$ cat src/rtl/program_loader.sv
// rtl/program_loader.sv - boot-time byte-stream loader that fills instruction memory and runs the CPU
// Packs bytes little-endian into words, writes them from address 0 while the
// CPU is held in reset, then releases the CPU for RUN_CYCLES enabled cycles
// and freezes it with done raised. Overflowing MEM_WORDS parks in ERROR.
module program_loader #(
    parameter int WORD_BYTES = 4,
    parameter int MEM_WORDS  = 256,
    parameter int ADDR_WIDTH = 32,
    parameter int RUN_CYCLES = 100,
    parameter int CYC_WIDTH  = 32
) (
    input  logic                             clock,
    input  logic                             reset,
    input  logic                             s_valid,
    input  logic [7:0]                       s_data,
    input  logic                             s_last,
    output logic                             s_ready,
    output logic                             mem_we,
    output logic [ADDR_WIDTH-1:0]            mem_addr,
    output logic [8*WORD_BYTES-1:0]          mem_wdata,
    output logic                             cpu_reset,
    output logic                             cpu_clk_en,
    output logic [$clog2(MEM_WORDS+1)-1:0]   words_loaded,
    output logic [CYC_WIDTH-1:0]             cycles_run,
    output logic                             done,
    output logic                             error
);

    localparam int DW    = 8 * WORD_BYTES;
    localparam int IDX_W = (WORD_BYTES > 1) ? $clog2(WORD_BYTES) : 1;
    localparam int WL_W  = $clog2(MEM_WORDS + 1);

    localparam logic [2:0] ST_LOAD  = 3'd0;
    localparam logic [2:0] ST_FLUSH = 3'd1;
    localparam logic [2:0] ST_RUN   = 3'd2;
    localparam logic [2:0] ST_DONE  = 3'd3;
    localparam logic [2:0] ST_ERROR = 3'd4;

    logic [2:0]            r_state;
    logic [IDX_W-1:0]      r_byte_idx;
    logic [DW-1:0]         r_word;
    logic                  r_mem_we;
    logic [ADDR_WIDTH-1:0] r_mem_addr;
    logic [DW-1:0]         r_mem_wdata;
    logic [WL_W-1:0]       r_words;
    logic [CYC_WIDTH-1:0]  r_cycles;

    logic                  w_accept;
    logic                  w_word_last;
    logic                  w_overflow;
    logic [DW-1:0]         w_packed;
    logic [CYC_WIDTH-1:0]  w_cyc_next;
    logic                  w_run_end;

    // Byte acceptance, packing and overflow/run-end detection.
    always_comb begin
        w_accept    = s_valid && (r_state == ST_LOAD);
        w_word_last = (r_byte_idx == IDX_W'(WORD_BYTES - 1));
        // A new word is only started when memory still has room for it.
        w_overflow  = w_accept && (r_words == WL_W'(MEM_WORDS)) && (r_byte_idx == '0);
        w_packed    = r_word | (DW'(s_data) << {r_byte_idx, 3'b000});
        w_cyc_next  = (r_cycles == '1) ? r_cycles : r_cycles + CYC_WIDTH'(1);
        w_run_end   = (w_cyc_next == CYC_WIDTH'(RUN_CYCLES));
    end

    // Load/run state machine with the memory write port and counters.
    always_ff @(posedge clock) begin
        if (reset) begin
            r_state     <= ST_LOAD;
            r_byte_idx  <= '0;
            r_word      <= '0;
            r_mem_we    <= 1'b0;
            r_mem_addr  <= '0;
            r_mem_wdata <= '0;
            r_words     <= '0;
            r_cycles    <= '0;
        end else begin
            r_mem_we <= 1'b0;
            case (r_state)
                ST_LOAD: begin
                    if (w_overflow) begin
                        r_state <= ST_ERROR;
                    end else if (w_accept) begin
                        if (w_word_last || s_last) begin
                            // Upper bytes of r_word are still zero, so a short final word is padded.
                            r_mem_we    <= 1'b1;
                            r_mem_addr  <= ADDR_WIDTH'(r_words) * ADDR_WIDTH'(WORD_BYTES);
                            r_mem_wdata <= w_packed;
                            r_words     <= r_words + WL_W'(1);
                            r_word      <= '0;
                            r_byte_idx  <= '0;
                        end else begin
                            r_word      <= w_packed;
                            r_byte_idx  <= r_byte_idx + IDX_W'(1);
                        end
                        if (s_last) begin
                            r_state <= ST_FLUSH;
                        end
                    end
                end
                ST_FLUSH: begin
                    r_state <= (RUN_CYCLES == 0) ? ST_DONE : ST_RUN;
                end
                ST_RUN: begin
                    r_cycles <= w_cyc_next;
                    if (w_run_end) begin
                        r_state <= ST_DONE;
                    end
                end
                ST_DONE:  r_state <= ST_DONE;
                ST_ERROR: r_state <= ST_ERROR;
                default:  r_state <= ST_ERROR;
            endcase
        end
    end

    assign s_ready      = (r_state == ST_LOAD);
    assign mem_we       = r_mem_we;
    assign mem_addr     = r_mem_addr;
    assign mem_wdata    = r_mem_wdata;
    assign cpu_reset    = !((r_state == ST_RUN) || (r_state == ST_DONE));
    assign cpu_clk_en   = (r_state == ST_RUN);
    assign words_loaded = r_words;
    assign cycles_run   = r_cycles;
    assign done         = (r_state == ST_DONE);
    assign error        = (r_state == ST_ERROR);

endmodule

$ cat config.mk
export PLATFORM = sky130hd
export DESIGN_NAME = program_loader
export DESIGN_NICKNAME = d
export VERILOG_FILES = /design/src/rtl/program_loader.sv
export SDC_FILE = /design/constraint.sdc
export NUM_CORES = 1
export LEC_CHECK = 0
export CORE_ASPECT_RATIO = 1.2
export CORE_UTILIZATION = 45
export CTS_CLUSTER_DIAMETER = 30
export DETAILED_ROUTE_END_ITERATION = 6
export PLACE_DENSITY = 0.76
export SLEW_MARGIN = 15
export SYNTH_ARGS = -nofsm -noshare
export SYNTH_HDL_FRONTEND = slang
export SYNTH_SLANG_ARGS = --single-unit
$ cat constraint.sdc
create_clock -name clock -period 2.4 [get_ports clock]
set_input_delay 0.48 -clock clock [delete_from_list [all_inputs] [get_ports clock]]
set_output_delay 0.48 -clock clock [all_outputs]
set_load 0.005 [all_outputs]
=== Word-level counts from Yosys, hierarchy flattened ===
Cells that the tools add are included.

* Add/subtract/negate cells: 3
* Eq/ne operators: 11
* Shift-type cells: 1
* Muxes and demuxes: 9
* Bitwise operators: 4
* Reduce and logical (&&, ||, !) cells: 12

{| class="wikitable"
|+ Operator list
! kind !! number
|-
| $mux W32 || 2
|-
| $add A32 B1 Y32 const B || 1
|-
| $eq A32 B32 Y1 const B || 1
|-
| $eq A32 B7 Y1 const B || 1
|-
| $or A32 B32 Y32 || 1
|-
| $shl A8 B5 Y32 || 1
|-
| $mux W3 || 4
|-
| $pmux W3 S4 || 1
|-
| $add A9 B1 Y9 const B || 1
|-
| $eq A9 B9 Y1 const B || 1
|-
| $eq A3 B2 Y1 const B || 2
|-
| $reduce_and A3 Y1 || 2
|-
| $reduce_and A4 Y1 || 1
|-
| $reduce_or A4 Y1 || 1
|-
| $eq A3 B1 Y1 const B || 1
|-
| $eq A3 B3 Y1 const B || 1
|-
| $logic_and A1 B1 Y1 || 3
|-
| $logic_not A3 Y1 || 1
|-
| $ne A3 B1 Y1 const B || 1
|-
| $ne A3 B2 Y1 const B || 1
|-
| $not A1 Y1 || 3
|-
| $add A2 B1 Y2 const B || 1
|-
| $eq A2 B2 Y1 const B || 1
|-
| $logic_not A2 Y1 || 1
|-
| other kinds (5) || 6
|}

* Flip-flop bits (word level): 120
* Output and inout bits: 111
* Word-level logic and storage cells: 48

=== Longest topological paths before layout ===
Gate-level depths: netlist of run 1.

* Word-level depth: 6
* Mapped depth: 11

=== Worst setup path before layout of run 1 ===
No wires, ideal clock.

* Kind: reg-to-reg
* Start point: register r_cycles[0], in the netlist cycles_run[0]
* End point: register r_state[0]
* Library setup time: 0.069 ns
* Arrival: 2.462 ns
* Data required time: 2.331 ns
* Setup slack: -0.130 ns
* Stages on the path, launching flop included: 10
* Cell sequence: dfxtp_1 > ha_1 > nand3_2 > or4_1 > buf_2 > o31a_4 > a311oi_2 > a31oi_1 > or4_1 > o21ai_1

* Longest elaborated chain between the ends: 5
* Elaborated cells between the ends (all ways): 6
* Classes of those cells: 1 x add/sub; 3 x eq/ne; 1 x mux; 1 x reduce/logical

{| class="wikitable"
|+ RTL lines
! item !! line !! text
|-
| from (decl) || 46 || <nowiki>logic [CYC_WIDTH-1:0] r_cycles;</nowiki>
|-
| from (signal assigned) || 105 || <nowiki>r_cycles <= w_cyc_next;</nowiki>
|-
| $add A32 B1 Y32 or $eq A32 B32 Y1 (tied branches) || 62 || <nowiki>w_cyc_next = (r_cycles == '1) ? r_cycles : r_cycles + CYC_WIDTH'(1);</nowiki>
|-
| $mux W32 (*) || 62 ||
|-
| $eq A32 B7 Y1 (*) || 63 || <nowiki>w_run_end = (w_cyc_next == CYC_WIDTH'(RUN_CYCLES));</nowiki>
|-
| $ne A2 B1 Y1 (no line) (*) || - ||
|-
| $reduce_and A3 Y1 (no line) (*) || - ||
|-
| to (signal assigned) || 102 || <nowiki>r_state <= (RUN_CYCLES == 0) ? ST_DONE : ST_RUN;</nowiki>
|-
| to (decl) || 39 || <nowiki>logic [2:0] r_state;</nowiki>
|}

Every way passes the cells marked *; elsewhere a longest branch is shown, timed or not.
A chain may end at the register's enable or synchronous reset.

=== Worst setup path after layout of run 1 ===
* Start point: register r_state[1]
* End point: output cpu_clk_en

* Longest elaborated chain between the ends: 1

{| class="wikitable"
|+ RTL lines
! item !! line !! text
|-
| $eq A3 B2 Y1 || 122 || <nowiki>assign cpu_clk_en = (r_state == ST_RUN);</nowiki>
|-
| to (decl) || 22 || <nowiki>output logic cpu_clk_en,</nowiki>
|}

No other way between the ends.

==> results of run 1 <==
critical path, delay by kind of cell (launching register included):
family | cells | cell delay [ns]
buffers and inverters | 2 | 0.65
AND/OR/NAND/NOR | 2 | 0.39
flip-flops | 1 | 0.38
layout by cell type (no fill, tap or decap), drive strengths merged, types with 2 or more instances in the layout:
cell type and instances:
a31oi 5, and4 6, nor3 38, nand4 14
o31a 2, a211oi 34, a311oi 2, nor2 125
clkdlybuf4s50 98, and2 12, ha 5, nand2 45
xnor2 14, dfxtp 120, or3 6, buf 67
mux2i 3, xor2 27, o21ai 12, conb 23
or4 5, nand3 17, nor4 2, clkbuf 22
inv 9, and3 12, bufinv 3, o21a 3
clkinv 4, nor4b 2, a21oi 52
layer usage:
layer / global-route usage (%) / vias to the layer above / part of all wire, %
met4: 12.4 / 0 / 2.3
met5: 0 / - / 0
li1: - / 2503 / -
met1: 29.0 / 2433 / 40
met2: 43.2 / 217 / 52
met3: 4.88 / 34 / 5.7
cell type report:
cell class,count,share of cell area [%]
tap,157,2.63
clock inverter,10,1.91
sequential,120,32.2
timing repair buffer,165,20.2
inverter,7,0.352
clock buffer,22,6.21
multi-input combinational,483,36.5
final timing paths:
kind	endpoint	slack (ns)	cells past startpoint	startpoint
min	mem_addr[4]	0.46	2	mem_addr[4]
min reg2reg	mem_addr[4]	0.46	2	mem_addr[4]
max reg2reg	r_state[0]	0.13	8	cycles_run[1]
max	cpu_clk_en	0.1	4	r_state[1]
power groups by stage:
stage | sequential (W) | clock, W | combinational (W)
CTS | 0.00212 | 0.00262 | 0.000522
global placement | 0.00216 | 0 | 0.000503
global route | 0.00213 | 0.00272 | 0.000588
detailed placement | 0.00216 | 0 | 0.000515
finish | 0.00212 | 0.00258 | 0.000531
floorplan | 0.00216 | 0 | 0.000296
stage by stage:
stage	setup slack (ns)	total power [W]	cells	hold slack (ns)
after floorplan	0.0234	0.00246	679	0.438
after global placement	-0.0189	0.00266	928	0.447
final	0.0984	0.00524	964	0.458
after global routing	0.0215	0.00544	964	0.480
after detailed placement	-0.0564	0.00268	928	0.452
after CTS	0.0446	0.00526	960	0.457
repair_timing:
action                                 4_1_cts  5_1_grt
endpoints found under the hold margin        0        0
setup endpoints to repair                    2        3
gates resized for setup                      4        3
pin swaps                                    0        1
gates cloned                                 0        0
setup buffers                                0        4
registers in the layout, indices dropped and copies added (netlist names):
name,count
r_byte_idx,2
r_word,32
words_loaded,9
r_state,3
mem_addr,9
mem_wdata,32
cycles_run,32
mem_we,1
cell families after synthesis:
logic type	synth area share (%)
flops	44.7
buf+inv	6.98
fa+ha+maj	1.16
xor+xnor	6.68
simple gates	25.5
compound gates	14.4
other cells	0.0697
mux	0.558
==> impl_metrics.toml, run 1 <==
[sta]
skew_ns = 0.00803
max_freq_mhz = 434
drv_slew = 0
tightestPinTransition_ns = 0.906
hold_violations = 0
fin_setup_tns_ns = 0
rsz0062_at_grt = "no"
slew_headroom_pct = 39.6
setup_violations = 0
period_minus_slack_ns = 2.30
period_share_pct = 95.9

[route]
drt-vias-per-instance = 5.38
drc = 0
num_vias = 5187
totalWireLength_mm = 14.7
first_pass_iters = 5
drt_iter0_drc = 285
ant_nets = 0
wire_per_inst_um = 15.3

[grt]
track_usage_pct = 24.9
grt_max_degree = 88
grt_pass1_vias = 5013
overflow = 0
grt_pass1_wl_mm = 24.1
antenna_found_initial = 0

[cts]
htree_levels = 4
numCtsBuffers = 17
cts_hold_buf = 0
cts.path.max_buffers = 2
clkLatencyLatePin_ns = 0.41
clkTransAtPathRegs_ns = 0.05
root_buffer = "clkbuf_16"
cts_tree = "yes"
clock_sinks = 120

[power_and_ir_drop]
leakagePower_nw = 2.78
power.switching_w = 0.00122
power_density_nw_per_um2 = 701
power_frac_clock_pct = 49.3
ir_worst_vdd_v = 0.000581
switching_share_pct = 23.3
seqPwrFrac_pct = 40.5
cell_internal_pwr_w = 0.00402
p_comb_share_pct = 10.1

[place]
io_buffer_count = 99
gp_congestion = 0.927
dpl_cell_area_um2 = 6810
post-dp-hpwl_mm = 10.3

[floorplanning]
dieArea_um2 = 12400
fp-row-count = 43
core_um2 = 11600
dieHeight_um = 122
initial_core_util_pct = 46.3
die_w_um = 102
pin_count = 123

[layout]
diodes = 0
fin_util_pct = 64.3
nets = 811
drive_gt1_share_pct = 13.8
multi_input_area_um2 = 2730
stdcell_area_um2 = 7470
fillers = 980
ff_latch_area_um2 = 2410
area_growth_pct = 39.0

[synthesis]
post_synth.cell_area_avg_um2 = 8.19
ys_ff_latch = 120
synth_cell_types = 52
synth_area_leaders = "dfxtp_1 45%, nor2_1 8.7%, a21oi_1 4.8%"
synth_top_cell_by_area = "dfxtp_1"
synthArstFlopShare_pct = 0
yosysTopAreaCellShare_pct = 44.7
synth_area_um2 = 5380
yosysMostFrequentCell = "nor2_1"
ys_seq_area_share_pct = 44.7
synth_commonest_cells = "125 x nor2_1, 120 x dfxtp_1, 52 x a21oi_1"
yosysWarningCount = 0
synth_cells = 657
synthFlopType = "dfxtp_1"
synth-edff-count = 0

[worst_setup_path]
end_kind = "output port"
critPathLaunchType = "flop"
cp.required_ns = 1.92
crit_slowest_cell = "clkdlybuf4s50_1"
worstPathArrival_ns = 1.82
cp_max_fo = 5
critPathMaxStageDelay_ns = 0.54
path_class = "reg2out"
path_cells = "nor2b_4 > inv_1 > nor2_4 > clkdlybuf4s50_1"

[job]
drv_cap = 0

[run_status]
status = "finished clean"

[min_path]
hp-class = "reg2reg"
Power figures use the tool's default switching activity.
==> inputs of run 2 (changes only) <==
SETUP_SLACK_MARGIN = 0.3   (was not set)
==> run 2 against run 1 <==
Clock power shrank 8.9%. Register-to-register slack worse by 0.10 ns. Clock skew hardly changed. Count of clock-buffer cells in the layout fell by 4. Setup slack got worse by 0.070 ns. Flip-flop and latch count is the same. Critical path type is now reg2reg. Critical endpoint is now r_state[0]. Largest cell class unchanged. Highest routed layer unchanged.
==> impl_metrics.toml, run 2 (same netlist as run 1, synthesis figures left out) <==
[run_status]
status = "finished clean"

[route]
num_vias = 5349
drc = 0
drt-vias-per-instance = 5.52
ant_nets = 0
totalWireLength_mm = 15.7
first_pass_iters = 5
drt_iter0_drc = 248
wire_per_inst_um = 16.2

[worst_setup_path]
critPathLaunchType = "flop"
critPathMaxStageDelay_ns = 0.59
cp_max_fo = 5
crit_slowest_cell = "or4_4"
path_cells = "ha_4 > nand3_4 > or4_4 > o31a_4 > a311oi_2 > a31oi_1 > or4_1 > o21ai_1"
cp.required_ns = 2.74
worstPathArrival_ns = 2.71
end_kind = "flop"
path_class = "reg2reg"

[sta]
hold_violations = 0
rsz0062_at_grt = "yes"
fin_setup_tns_ns = 0
period_minus_slack_ns = 2.37
tightestPinTransition_ns = 0.635
max_freq_mhz = 422
slew_headroom_pct = 57.7
fin_ws_ns = 0.0283
period_share_pct = 98.8
skew_ns = 0.00806
drv_slew = 0
setup_violations = 0

[grt]
track_usage_pct = 25.5
grt_max_degree = 62
antenna_found_initial = 0
overflow = 0
grt_pass1_vias = 5082
grt_pass1_wl_mm = 24.4

[floorplanning]
dieArea_um2 = 12400
dieHeight_um = 122
fp-row-count = 43
initial_core_util_pct = 46.3
core_um2 = 11600
pin_count = 123
die_w_um = 102

[job]
drv_cap = 0

[place]
post-dp-hpwl_mm = 10.5
gp_congestion = 0.891
io_buffer_count = 99
dpl_worst_slack_ns = -0.0459

[layout]
area_growth_pct = 42.2
fillers = 924
final_common_cell = "nor2_1"
drive_gt1_share_pct = 18.1
nets = 816
final_cell_mix = "119 x nor2_1, 109 x dfxtp_1, 95 x clkdlybuf4s50_1"
diodes = 0

[cts]
cts_tree = "yes"
clkTransAtPathRegs_ns = 0.06
htree_levels = 4
cts.path.max_buffers = 2
clock_sinks = 120
numCtsBuffers = 17
root_buffer = "clkbuf_16"
cts_hold_buf = 0
clkLatencyLatePin_ns = 0.41

[power_and_ir_drop]
leakagePower_nw = 2.86
ir_worst_vdd_v = 0.000559
power_density_nw_per_um2 = 660

[min_path]
hp-class = "reg2reg"
## run 2: cell types whose count changed in the layout (fill, tap and decap cells not counted), moves of 3 or more
| cell | delta |
|---|---|
| nand3_1 | -4 |
| dlymetal6s2s_1 | +3 |
| nand3_2 | +4 |
| dfxtp_1 | -9 |
| nor2_4 | +3 |
| clkinv_4 | +3 |
| clkdlybuf4s50_1 | -3 |
| bufinv_16 | -3 |
| dfxtp_2 | +8 |
| buf_6 | +3 |
| nor2_1 | -5 |
## run 2: layer usage
layer  vias up  wire length (um)  GRT usage, %
li1       2523                 -             -
met1      2544              5960          28.1
met2       245              8300          45.3
met3        37               954          5.68
met4         0               456          13.0
met5         -                 0             0
## run 2: power breakdown
| part | total (W) | switching, W | internal [W] |
|---|---|---|---|
| sequential | 0.00213 | 0.0000560 | 0.00207 |
| combinational | 0.000573 | 0.000296 | 0.000276 |
| clock | 0.00235 | 0.00100 | 0.00134 |
| total | 0.00504 | 0.00135 | 0.00369 |
## run 2: worst max-delay path, delay by kind of cell (launching register included)
kind                     cells  cell delay [ns]
AND/OR/NAND/NOR              3             1.07
flip-flops                   1             0.35
adder cells (fa/ha/maj)      1             0.15
AO/OA/AOI/OAI                4             0.73
## run 2: area by class of cell
type                       instances  area [um2]  area share [%]
clock buffer                      18         429            5.61
timing repair buffer             170        1600            20.9
inverter                           7        26.3           0.344
tap                              157         196            2.57
sequential                       120        2420            31.7
multi-input combinational        483        2860            37.4
clock inverter                    14         118            1.54
## run 2: what timing repair did
item                       CTS  global route
gates cloned                 0             2
pin swaps                    4            12
gates resized for setup     14            31
setup endpoints to repair   18           101
buffers inserted             7             7
## run 2: through the flow
stage | area (um2) | util (%) | power (W) | hold WS (ns) | instances
floorplan | 5550 | - | 0.00246 | 0.438 | 679
global placement | 6780 | 58.4 | 0.00266 | 0.447 | 921
detailed placement | 6780 | 58.4 | 0.00267 | 0.451 | 921
CTS | 7440 | 64.0 | 0.00501 | 0.459 | 960
global route | 7650 | 65.8 | 0.00523 | 0.475 | 969
finish | 7650 | 65.8 | 0.00504 | 0.461 | 969
## run 2: worst paths after layout
kind,startpoint,to,slack [ns],cells past startpoint
max reg2reg,cycles_run[1],r_state[0],0.03,8
min,mem_addr[3],mem_addr[3],0.46,2
max,cycles_run[1],r_state[0],0.03,8
min reg2reg,mem_addr[3],mem_addr[3],0.46,2
==> inputs of run 3 (changes only) <==
SLEW_MARGIN = 20   (was 15)
==> results of run 3 <==
Same layout as run 2: the final DEF is identical, and so are final timing and power.
